**config.mk**
```make
export PLATFORM = sky130hd
export DESIGN_NAME = pipelined_multiplier
export DESIGN_NICKNAME = d
export VERILOG_FILES = /design/src/rtl/pipelined_multiplier.sv
export SDC_FILE = /design/constraint.sdc
export NUM_CORES = 2
export LEC_CHECK = 0
export ABC_AREA = 1
export ABC_CLOCK_PERIOD_IN_PS = 11000
export CAP_MARGIN = 10
export CORE_ASPECT_RATIO = 0.6
export CORE_UTILIZATION = 60
export CTS_CLUSTER_SIZE = 8
export DETAILED_ROUTE_END_ITERATION = 10
export MAX_ROUTING_LAYER = met4
export PLACE_DENSITY = 0.79
export SLEW_MARGIN = 20
export SYNTH_ARGS = -nofsm -noshare
export SYNTH_HDL_FRONTEND = slang
export SYNTH_SLANG_ARGS = --single-unit
```
**constraint.sdc**
```tcl
create_clock -name clk -period 11 [get_ports clk]
set_clock_uncertainty 0.1 [all_clocks]
set_input_delay 1.1 -clock clk [delete_from_list [all_inputs] [get_ports clk]]
set_output_delay 1.1 -clock clk [all_outputs]
set_load 0.02 [all_outputs]
```
**src/rtl/pipelined_multiplier.sv**
```systemverilog
`timescale 1ns/1ps
// Purpose: RV32M-style multiply unit (MUL/MULH/MULHSU/MULHU) as a p_stages-deep slot pipeline from decode to writeback.
// Latency: an instruction accepted on edge t is presented on W after edge t+p_stages-1; one result per cycle when unstalled.
// Backpressure: slot ready ripples back from w_rdy; empty slots collapse bubbles; d_rdy drops only when every slot is full and w_rdy=0.
module pipelined_multiplier #(
  parameter int p_stages       = 2,
  parameter int p_addr_bits    = 32,
  parameter int p_data_bits    = 32,
  parameter int p_seq_num_bits = 8
) (
  input  logic                      clk,
  input  logic                      rst_n,
  // decode side
  input  logic                      d_val,
  output logic                      d_rdy,
  input  logic [p_addr_bits-1:0]    d_pc,
  input  logic [p_seq_num_bits-1:0] d_seq_num,
  input  logic [p_data_bits-1:0]    d_op1,
  input  logic [p_data_bits-1:0]    d_op2,
  input  logic [4:0]                d_waddr,
  input  logic [3:0]                d_uop,
  // writeback side
  output logic                      w_val,
  input  logic                      w_rdy,
  output logic [p_addr_bits-1:0]    w_pc,
  output logic [p_seq_num_bits-1:0] w_seq_num,
  output logic [4:0]                w_waddr,
  output logic [p_data_bits-1:0]    w_wdata,
  output logic                      w_wen
);

  // rv_uop encodings handled by this unit; every other code passes through as a no-write bubble.
  localparam logic [3:0] OP_MUL    = 4'd0;
  localparam logic [3:0] OP_MULH   = 4'd1;
  localparam logic [3:0] OP_MULHSU = 4'd2;
  localparam logic [3:0] OP_MULHU  = 4'd3;

  localparam int LAST = p_stages - 1;
  localparam int W    = p_data_bits;

  logic [p_stages-1:0]       vld_q;
  logic [p_stages-1:0]       rdy;
  logic [p_addr_bits-1:0]    pc_q    [p_stages];
  logic [p_seq_num_bits-1:0] seq_q   [p_stages];
  logic [4:0]                waddr_q [p_stages];
  logic [3:0]                uop_q   [p_stages];

  // Slot 0 keeps the raw operands; the product is formed from these registers.
  logic [W-1:0]   op1_q;
  logic [W-1:0]   op2_q;
  logic           op1_sgn;
  logic           op2_sgn;
  logic [2*W-1:0] op1_ext;
  logic [2*W-1:0] op2_ext;
  logic [2*W-1:0] prod;
  logic [W-1:0]   res0;

  function automatic logic is_supported(input logic [3:0] uop);
    return (uop == OP_MUL) || (uop == OP_MULH) || (uop == OP_MULHSU) || (uop == OP_MULHU);
  endfunction

  // Slot i can take new content if it or any later slot is empty, or writeback drains this cycle.
  always_comb begin
    rdy = '0;
    for (int i = 0; i < p_stages; i++) begin
      rdy[i] = w_rdy || !(&(vld_q | p_stages'((1 << i) - 1)));
    end
  end

  assign d_rdy = rdy[0];

  // Valid bits: the only reset state; cleared asynchronously so in-flight work is discarded at once.
  always_ff @(posedge clk or negedge rst_n) begin
    if (!rst_n) begin
      vld_q <= '0;
    end else begin
      if (rdy[0]) vld_q[0] <= d_val;
      for (int i = 1; i < p_stages; i++) begin
        if (rdy[i]) vld_q[i] <= vld_q[i-1];
      end
    end
  end

  // Sideband fields and operands follow the valid bits without reset.
  always_ff @(posedge clk) begin
    if (rdy[0]) begin
      pc_q[0]    <= d_pc;
      seq_q[0]   <= d_seq_num;
      waddr_q[0] <= d_waddr;
      uop_q[0]   <= d_uop;
      op1_q      <= d_op1;
      op2_q      <= d_op2;
    end
    for (int i = 1; i < p_stages; i++) begin
      if (rdy[i]) begin
        pc_q[i]    <= pc_q[i-1];
        seq_q[i]   <= seq_q[i-1];
        waddr_q[i] <= waddr_q[i-1];
        uop_q[i]   <= uop_q[i-1];
      end
    end
  end

  // Full-width product of the slot-0 operands, then pick the half the uop asks for.
  always_comb begin
    op1_sgn = (uop_q[0] == OP_MULH) || (uop_q[0] == OP_MULHSU);
    op2_sgn = (uop_q[0] == OP_MULH);
    op1_ext = {{W{op1_sgn & op1_q[W-1]}}, op1_q};
    op2_ext = {{W{op2_sgn & op2_q[W-1]}}, op2_q};
    prod    = op1_ext * op2_ext;
    res0    = '0;
    case (uop_q[0])
      OP_MUL:                       res0 = prod[W-1:0];
      OP_MULH, OP_MULHSU, OP_MULHU: res0 = prod[2*W-1:W];
      default:                      res0 = '0;
    endcase
  end

  generate
    if (p_stages == 1) begin : g_single
      assign w_wdata = res0;
    end else begin : g_multi
      // res_q[k] is the result carried by slot k+1.
      logic [W-1:0] res_q [p_stages-1];

      // Results enter slot 1 from the multiplier and then shift with the slot sideband.
      always_ff @(posedge clk) begin
        if (rdy[1]) res_q[0] <= res0;
        for (int i = 2; i < p_stages; i++) begin
          if (rdy[i]) res_q[i-1] <= res_q[i-2];
        end
      end

      assign w_wdata = res_q[p_stages-2];
    end
  endgenerate

  assign w_val     = vld_q[LAST];
  assign w_pc      = pc_q[LAST];
  assign w_seq_num = seq_q[LAST];
  assign w_waddr   = waddr_q[LAST];
  assign w_wen     = vld_q[LAST] && is_supported(uop_q[LAST]);

endmodule

```
# Word-level counts from Yosys, hierarchy flattened
# Memory sizes are Yosys's and may differ from the RTL's.
# Index checks and enable logic that the tools add are counted.
[totals]
latchBits = 0
out_inout_bits = 80
ramBits = 130
mem_count = 5
in_bits = 117
ff_bits = 66
mem_bits_ro = 0
elab_cells = 36
[op_classes]
bitwise_logic = 2
n_lt_le_gt_ge = 0
reduce_logical = 13
n_addsub = 0
n_eq_ne = 6
shifts = 0
multipliers = 1
div = 0
mux = 5
[mem_list]
columns = ["name", "depth", "word_bits", "rd", "rd_clocked_by_memory_dff", "write_ports", "line_no", "text"]
rows = [
  ["pc_q", 2, 32, 2, 0, 2, "43", "logic [p_addr_bits-1:0] pc_q [p_stages];"],
  ["g_multi.res_q", 1, 32, 1, 0, 1, "124", "logic [W-1:0] res_q [p_stages-1];"],
  ["seq_q", 2, 8, 2, 0, 2, "44", "logic [p_seq_num_bits-1:0] seq_q [p_stages];"],
  ["waddr_q", 2, 5, 2, 0, 2, "45", "logic [4:0] waddr_q [p_stages];"],
  ["uop_q", 2, 4, 2, 0, 2, "46", "logic [3:0] uop_q [p_stages];"],
]
[op_table]
columns = ["op", "count"]
rows = [
  ["33-bit by 33-bit multiplier with 64-bit output", 1],
  ["32-bit one-hot mux with 2 select lines", 1],
  ["4-bit by 2-bit equality test with 1-bit output, second input constant", 4],
  ["4-bit by 1-bit equality test with 1-bit output, second input constant", 2],
  ["4-bit zero test", 2],
  ["1-bit logical OR", 6],
  ["1-bit two-way mux", 4],
  ["3-bit OR reduction", 1],
  ["1-bit AND", 2],
  ["1-bit zero test", 2],
  ["2-bit AND reduction", 1],
  ["1-bit logical AND", 1],
]

# Longest topological paths before layout
[depth]
word_depth = 5
depth_mapped = 37
ltp_nobuf = 36

# Worst setup path after synthesis
# No wires, ideal clock.
[synth_path]
path_type = "flip-flop to flip-flop"
start = "memory uop_q[0][3]"
end = "memory g_multi.res_q[0][26] (netlist bit), data pin"
n_path_buf = 0
slack_ns = 3.168
stages_incl_launch_ff = 30
required_time_ns = 10.646
arrival_ns = 7.478
setup_ns = 0.254
period_less_slack_ns = 7.832
path_cell_list = "edfxtp_1 > nor2_4 > nand2_2 > nand2_4 > nand2_1 > inv_1 > nand2_1 > fa_1 > fa_1 > inv_1 > fa_1 > inv_1 > fa_1 > inv_1 > fa_1 > fa_1 > inv_1 > fa_1 > fa_1 > inv_1 > ha_1 > nand2_1 > nor2_1 > inv_1 > nor4_1 > nand3_1 > nand3_1 > nand2_1 > nand3_1 > nand2_1"
[synth_lines]
columns = ["item", "line_no"]
rows = [
  ["from (decl)", "46"],
  ["to (decl)", "124"],
]

# Worst setup path after layout
[layout_path]
start = "register op1_q[31]"
end = "memory g_multi.res_q[0][27] (netlist bit), data pin"
[layout_between]
elab_chain_len = 3
[layout_lines]
columns = ["item", "line_no", "text"]
rows = [
  ["from (decl)", "49", "logic [W-1:0] op1_q;"],
  ["from (signal assigned)", "91", "op1_q <= d_op1;"],
  ["1-bit AND", "108", "op1_ext = {{W{op1_sgn & op1_q[W-1]}}, op1_q};"],
  ["33-bit by 33-bit multiplier with 64-bit output (*)", "110", "prod = op1_ext * op2_ext;"],
  ["32-bit one-hot mux with 2 select lines (*)", "112", "case (uop_q[0])"],
  ["net res0[27]", "56", "logic [W-1:0] res0;"],
]
# Mark *: on every way through the listed nets, which the timed path passes. The rest lies on a longest branch.

==> results by group <==
Cells and area
  – Fill cells: 6174
  – Register area: 5820 um2
  – Fin nets: just under 7000
  – Most frequent cells in the layout: inv_1, nand2_1, fa_1
  – Commonest non-fill, non-tap cell in the layout: inv_1
  – Final core occ: 65.2%
  – Multi-input logic area: about 33000 um2
  – Layout area overhead: 6.82%
  – Layout cells sized above 1: 3.33%

Synth
  – Mux share of post-synthesis cell area: 0%
  – Mapped Avg Cell Area: 8.61 um2
  – Synthesized Nets: between 6000 and 7000
  – YS warnings: 0
  – Adder-Cell Fraction of Synth Area: approximately 54%
  – Library cells used by synthesis: 41
  – Most used flip-flop cell after synthesis: edfxtp_1
  – Simple-Gate Fraction of Synth Area: 15.2%
  – Combinational family with the most area after synthesis: adder cells
  – Post-synthesis xor/xnor area fraction: less than 1%
  – Fraction of the mapped netlist area in compound gates: about 2.4%
  – Syn Inst Count: roughly 5400
  – Flop and latch count out of synthesis: 194
  – EDFF count, synth: 192
  – Seq/Total Area, Yosys: between 10 and 15%
  – Synth Cell Area: 46500 um2
  – Post-synth ARST share: under 10%

Setup path
  – CP delay by family, top: adder cells
  – CP Max Fanout: 16
  – CP bufs+invs: 8
  – Most used cell, CP: inv_1
  – Critical Path Sink Type: flip-flop
  – CP max stage delay: slightly above 0.8 ns
  – Setup crit start kind: flip-flop
  – Critical Path RT: ~11 ns
  – Crit Path Category: reg -> reg
  – CP arrival: roughly 9.8 ns
  – Slowest CP cell: edfxtp_1

STA
  – Final Slew Violations: 0
  – Final WS setup: 1.35 ns
  – Final min period: 9.65 ns
  – Setup TNS: 0 ns
  – Worst-Margin Slew: between 1 and 1.5 ns
  – RSZ-0062 raised after global routing: false
  – Fmax: ~0.10 GHz
  – Slew HR: 19.5%
  – Crit share post-route: between 80% and 90%
  – Final number of setup-violating endpoints: 0
  – Final hold viol count: 0

Clock network
  – Clock latency on the worst-skew pair: 0.56 ns
  – Post-cts gate resize count: 0
  – CTS tree: yes
  – CTS Buf Count: 17
  – Max clock buf depth: 2
  – Sink Count: 194
  – # hold bufs at CTS: 0
  – Number of setup buffers added after CTS: 0
  – Clock-pin slew on the worst setup and hold paths: 0.11 ns
  – H-tree depth: 4
  – CTS Root Cell: clkbuf_16

Global routing
  – Total Routing Usage GR: 37.9%
  – Initial antenna violation count: 4
  – Largest net degree at the start of global routing: 67
  – Gr ovfl total: 0
  – First-pass GRT wire length: 216000 um
  – Vias in the first global route: between 30000 and 40000

Place
  – Routability-driven placement congestion ratio: 1.09
  – Port Buffers: 196
  – Dpl ws: roughly 1.4 ns
  – Hpwl dp: between 100000 and 150000 um

Routing
  – Routed WL: around 130000 um
  – Post-route antenna net violation count: 0
  – # DRC: 0
  – Via/cell ratio: 5.52
  – First-pass DRT Iterations: 6
  – Number of DRC markers in iteration 0: 3809
  – Detail-routed net length per standard cell: 21.0 um
  – Vias: 35400

Job
  – Max-cap violations: 0

Die
  – # IOs: a little under 200
  – Core Region: around 76000 um2
  – Die ar.: approximately 79000 um2
  – Starting Density: 61.1%
  – Rows: between 70 and 80
  – Die Y: 218 um
  – Die Wd: 361 um

Hold path
  – Hold Crit Class: reg -> reg

Status
  – Status: finished clean
-- worst paths after layout --
| check | slack, ns | endpoint | startpoint | cells after the start |
|---|---|---|---|---|
| min in group asynchronous | 0.62 | vld_q[0] | rst_n | 1 |
| max in group asynchronous | 10.06 | vld_q[1] | rst_n | 1 |
| worst max-delay path | 1.35 | g_multi.res_q[0][27] | op1_q[31] | 28 |
| worst max register to register | 1.35 | g_multi.res_q[0][27] | op1_q[31] | 28 |
| worst min register to register | 0.31 | pc_q[0][50] | pc_q[0][18] | 0 |
| worst min-delay path | 0.31 | pc_q[0][50] | pc_q[0][18] | 0 |
-- sequential cells by signal (all words and copies together), names as in the netlist --
register       count
op2_q             32
pc_q              64
vld_q              2
waddr_q           10
seq_q             16
uop_q              6
g_multi.res_q     32
op1_q             32
-- synthesized netlist by cell type, types with 11 or more instances --
cell / instances / area (um2)
a21oi_1: 88 / 440
buf_4: 45 / 338
clkbuf_1: 247 / 927
edfxtp_1: 192 / 5770
fa_1: 1125 / 22500
ha_1: 212 / 2650
inv_1: 1594 / 5980
nand2_1: 1420 / 5330
nand3_1: 98 / 490
nand3_2: 11 / 110
nand4_1: 17 / 106
nor2_1: 158 / 593
o21ai_0: 57 / 285
o21ai_1: 14 / 70.1
o21bai_1: 13 / 97.6
or2_2: 17 / 106
-- logic make-up after synthesis --
kind of cell               Yosys count
DFF                                194
buffers and inverters             1897
and+or+nand+nor                   1770
adders and majority gates         1337
xor gates and xnor gates             4
AOI/OAI and AO/OA                  197
-- per-layer routing --
layer / global-route usage (%) / share of wire (%)
met1: 55.9 / 42
met2: 50.4 / 40
met3: 13.0 / 15
met4: 8.32 / 1.9
met5: - / 0
-- worst reg2reg max path, delay by kind of cell, from the launching register on --
kind                     cells  cell delay [ns]
buffers and inverters        8             1.58
flip-flops                   1             0.81
AO/OA/AOI/OAI                1             0.62
adder cells (fa/ha/maj)      9             4.63
AND/OR/NAND/NOR             10             1.64
-- cell type report --
class,count,area share [%]
Sequential cell,194,11.7
Timing Repair Buffer,269,5.07
Clock inverter,15,0.444
Inverter,1602,12.1
Antenna cell,4,0.0202
Multi-Input combinational cell,3308,67.3
Clock buffer,17,0.857
Tap cell,1000,2.52
-- metrics by stage --
| stage | instance area [um2] | instances | hold slack [ns] |
|---|---|---|---|
| finish | 49700 | 6409 | 0.309 |
| global route | 49600 | 6408 | 0.325 |
| CTS | 49600 | 6404 | 0.308 |
| detailed placement | 49000 | 6372 | 0.305 |
| global placement | 49000 | 6372 | 0.300 |
| floorplan | 46500 | 5399 | 0.300 |
Power is not shown: default switching activity piles up to over one toggle a cycle in this logic, so the estimate is an artifact.
==> variant, RTL diff (config.mk and constraints unchanged) <==
`p_seq_num_bits`: 8 -> 6.
--- a/src/rtl/pipelined_multiplier.sv
+++ b/src/rtl/pipelined_multiplier.sv
@@ -6,7 +6,7 @@
   parameter int p_stages       = 2,
   parameter int p_addr_bits    = 32,
   parameter int p_data_bits    = 32,
-  parameter int p_seq_num_bits = 8
+  parameter int p_seq_num_bits = 6
 ) (
   input  logic                      clk,
   input  logic                      rst_n,
Ports: changed (resized d_seq_num and w_seq_num); port bits go from 197 to 193. No check against the original RTL was run, so the function may have changed too.
==> variant against the original RTL <==
- critical path depth is the same
- sequential cell count shrank 4
- setup slack lost 0.27 ns
- area after synthesis shrank 0.21%
- sequential share of layout area shrank 0.22 points
- final area shrank 0.20%
- wire length grew 1.7%
Power is left out: the tool's default activity adds up to more than one toggle a clock period on the data nets, which glitch-free logic cannot reach.
==> variant: results (changes against the original RTL) <==
* Status: completed
* Storage cell area at 5700 µm² (-2.1%)
* Area after DPL at 48900 µm² (-0.11%)
* Vias post-DR at 35300 (-0.088%)
* HPWL after detailed placement at 117 mm (+2.1%)
* Ranking of synthesized cells by area: fa_1 49%, inv_1 13%, edfxtp_1 12%, nand2_1 11%, ha_1 5.7%
* GRT Util Overall at 0.384 (+0.00485)
* Met2 Use GR at 0.501 (-0.00327)
* Share of cells above drive strength 1 at 0.0346 (+0.00128)
* Yosys cell types at 42 (+2.4%)
* Xor and xnor area share after synthesis at 0.00170 (+0.000946)
* Gate count after technology mapping at 5394 (-0.093%)
* CP peak stage delay at 0.93 ns (+0.12 ns)
* Met1 GRT Util at 0.569 (+0.00990)
* Vias per std cell at 5.51 (about the same)
* Synth async-reset ratio at 0.0105 (+0.000217)
* Fillers at 6149 (-0.40%)
* Vias in the first global route at 37400 (-0.97%)
* Drt pass-1 iters at 5 (-1)
* Hold Path Sink: seq_q[0][11]
* Met1 wire length at 58.2 mm (+1.8%)
* Per-cell routed wire length at 21.4 µm (+1.7%)
* Arrival time at the worst endpoint at 10.11 ns (+0.27 ns)
* Worst hold start: seq_q[0][5]
* Pre-CTS setup slack at 1.23 ns (-0.211 ns)
* R2R setup slack at 1.08 ns (-0.27 ns)
* Antenna violations before repair at 2 (-2)
* Placed cell count at 6375 (+0.047%)
* Register area share after synthesis at 0.123 (-0.00233)
* Worst-margin pin slew at 1.13 ns (-0.0732 ns)
-- variant: cell types whose count changed after synthesis, moves of 4 or more --
| cell | unedited run | this run |
|---|---|---|
| nand2_2 | 8 | 13 |
| inv_2 | 8 | 3 |
| nand2_1 | 1420 | 1407 |
| nor2_1 | 158 | 162 |
| nand3_2 | 11 | 6 |
| inv_1 | 1594 | 1607 |
| xor2_1 | 1 | 5 |
| edfxtp_1 | 192 | 188 |
| clkbuf_1 | 247 | 243 |
-- variant: logic make-up after synthesis --
group           Yosys count
compound gates          190
xor+xnor                  9
simple gates           1765
fa+ha+maj              1337
buf+inv                1903
flops                   190
-- variant: layout make-up --
class | instances | share of cell area
diodes | 1 | 0.0000505
clock buffers | 17 | 0.00859
clock inverters | 15 | 0.00407
inverters | 1611 | 0.122
multi-input cells | 3301 | 0.674
flip-flops and latches | 190 | 0.115
well taps | 1000 | 0.0253
repair buffers | 273 | 0.0511
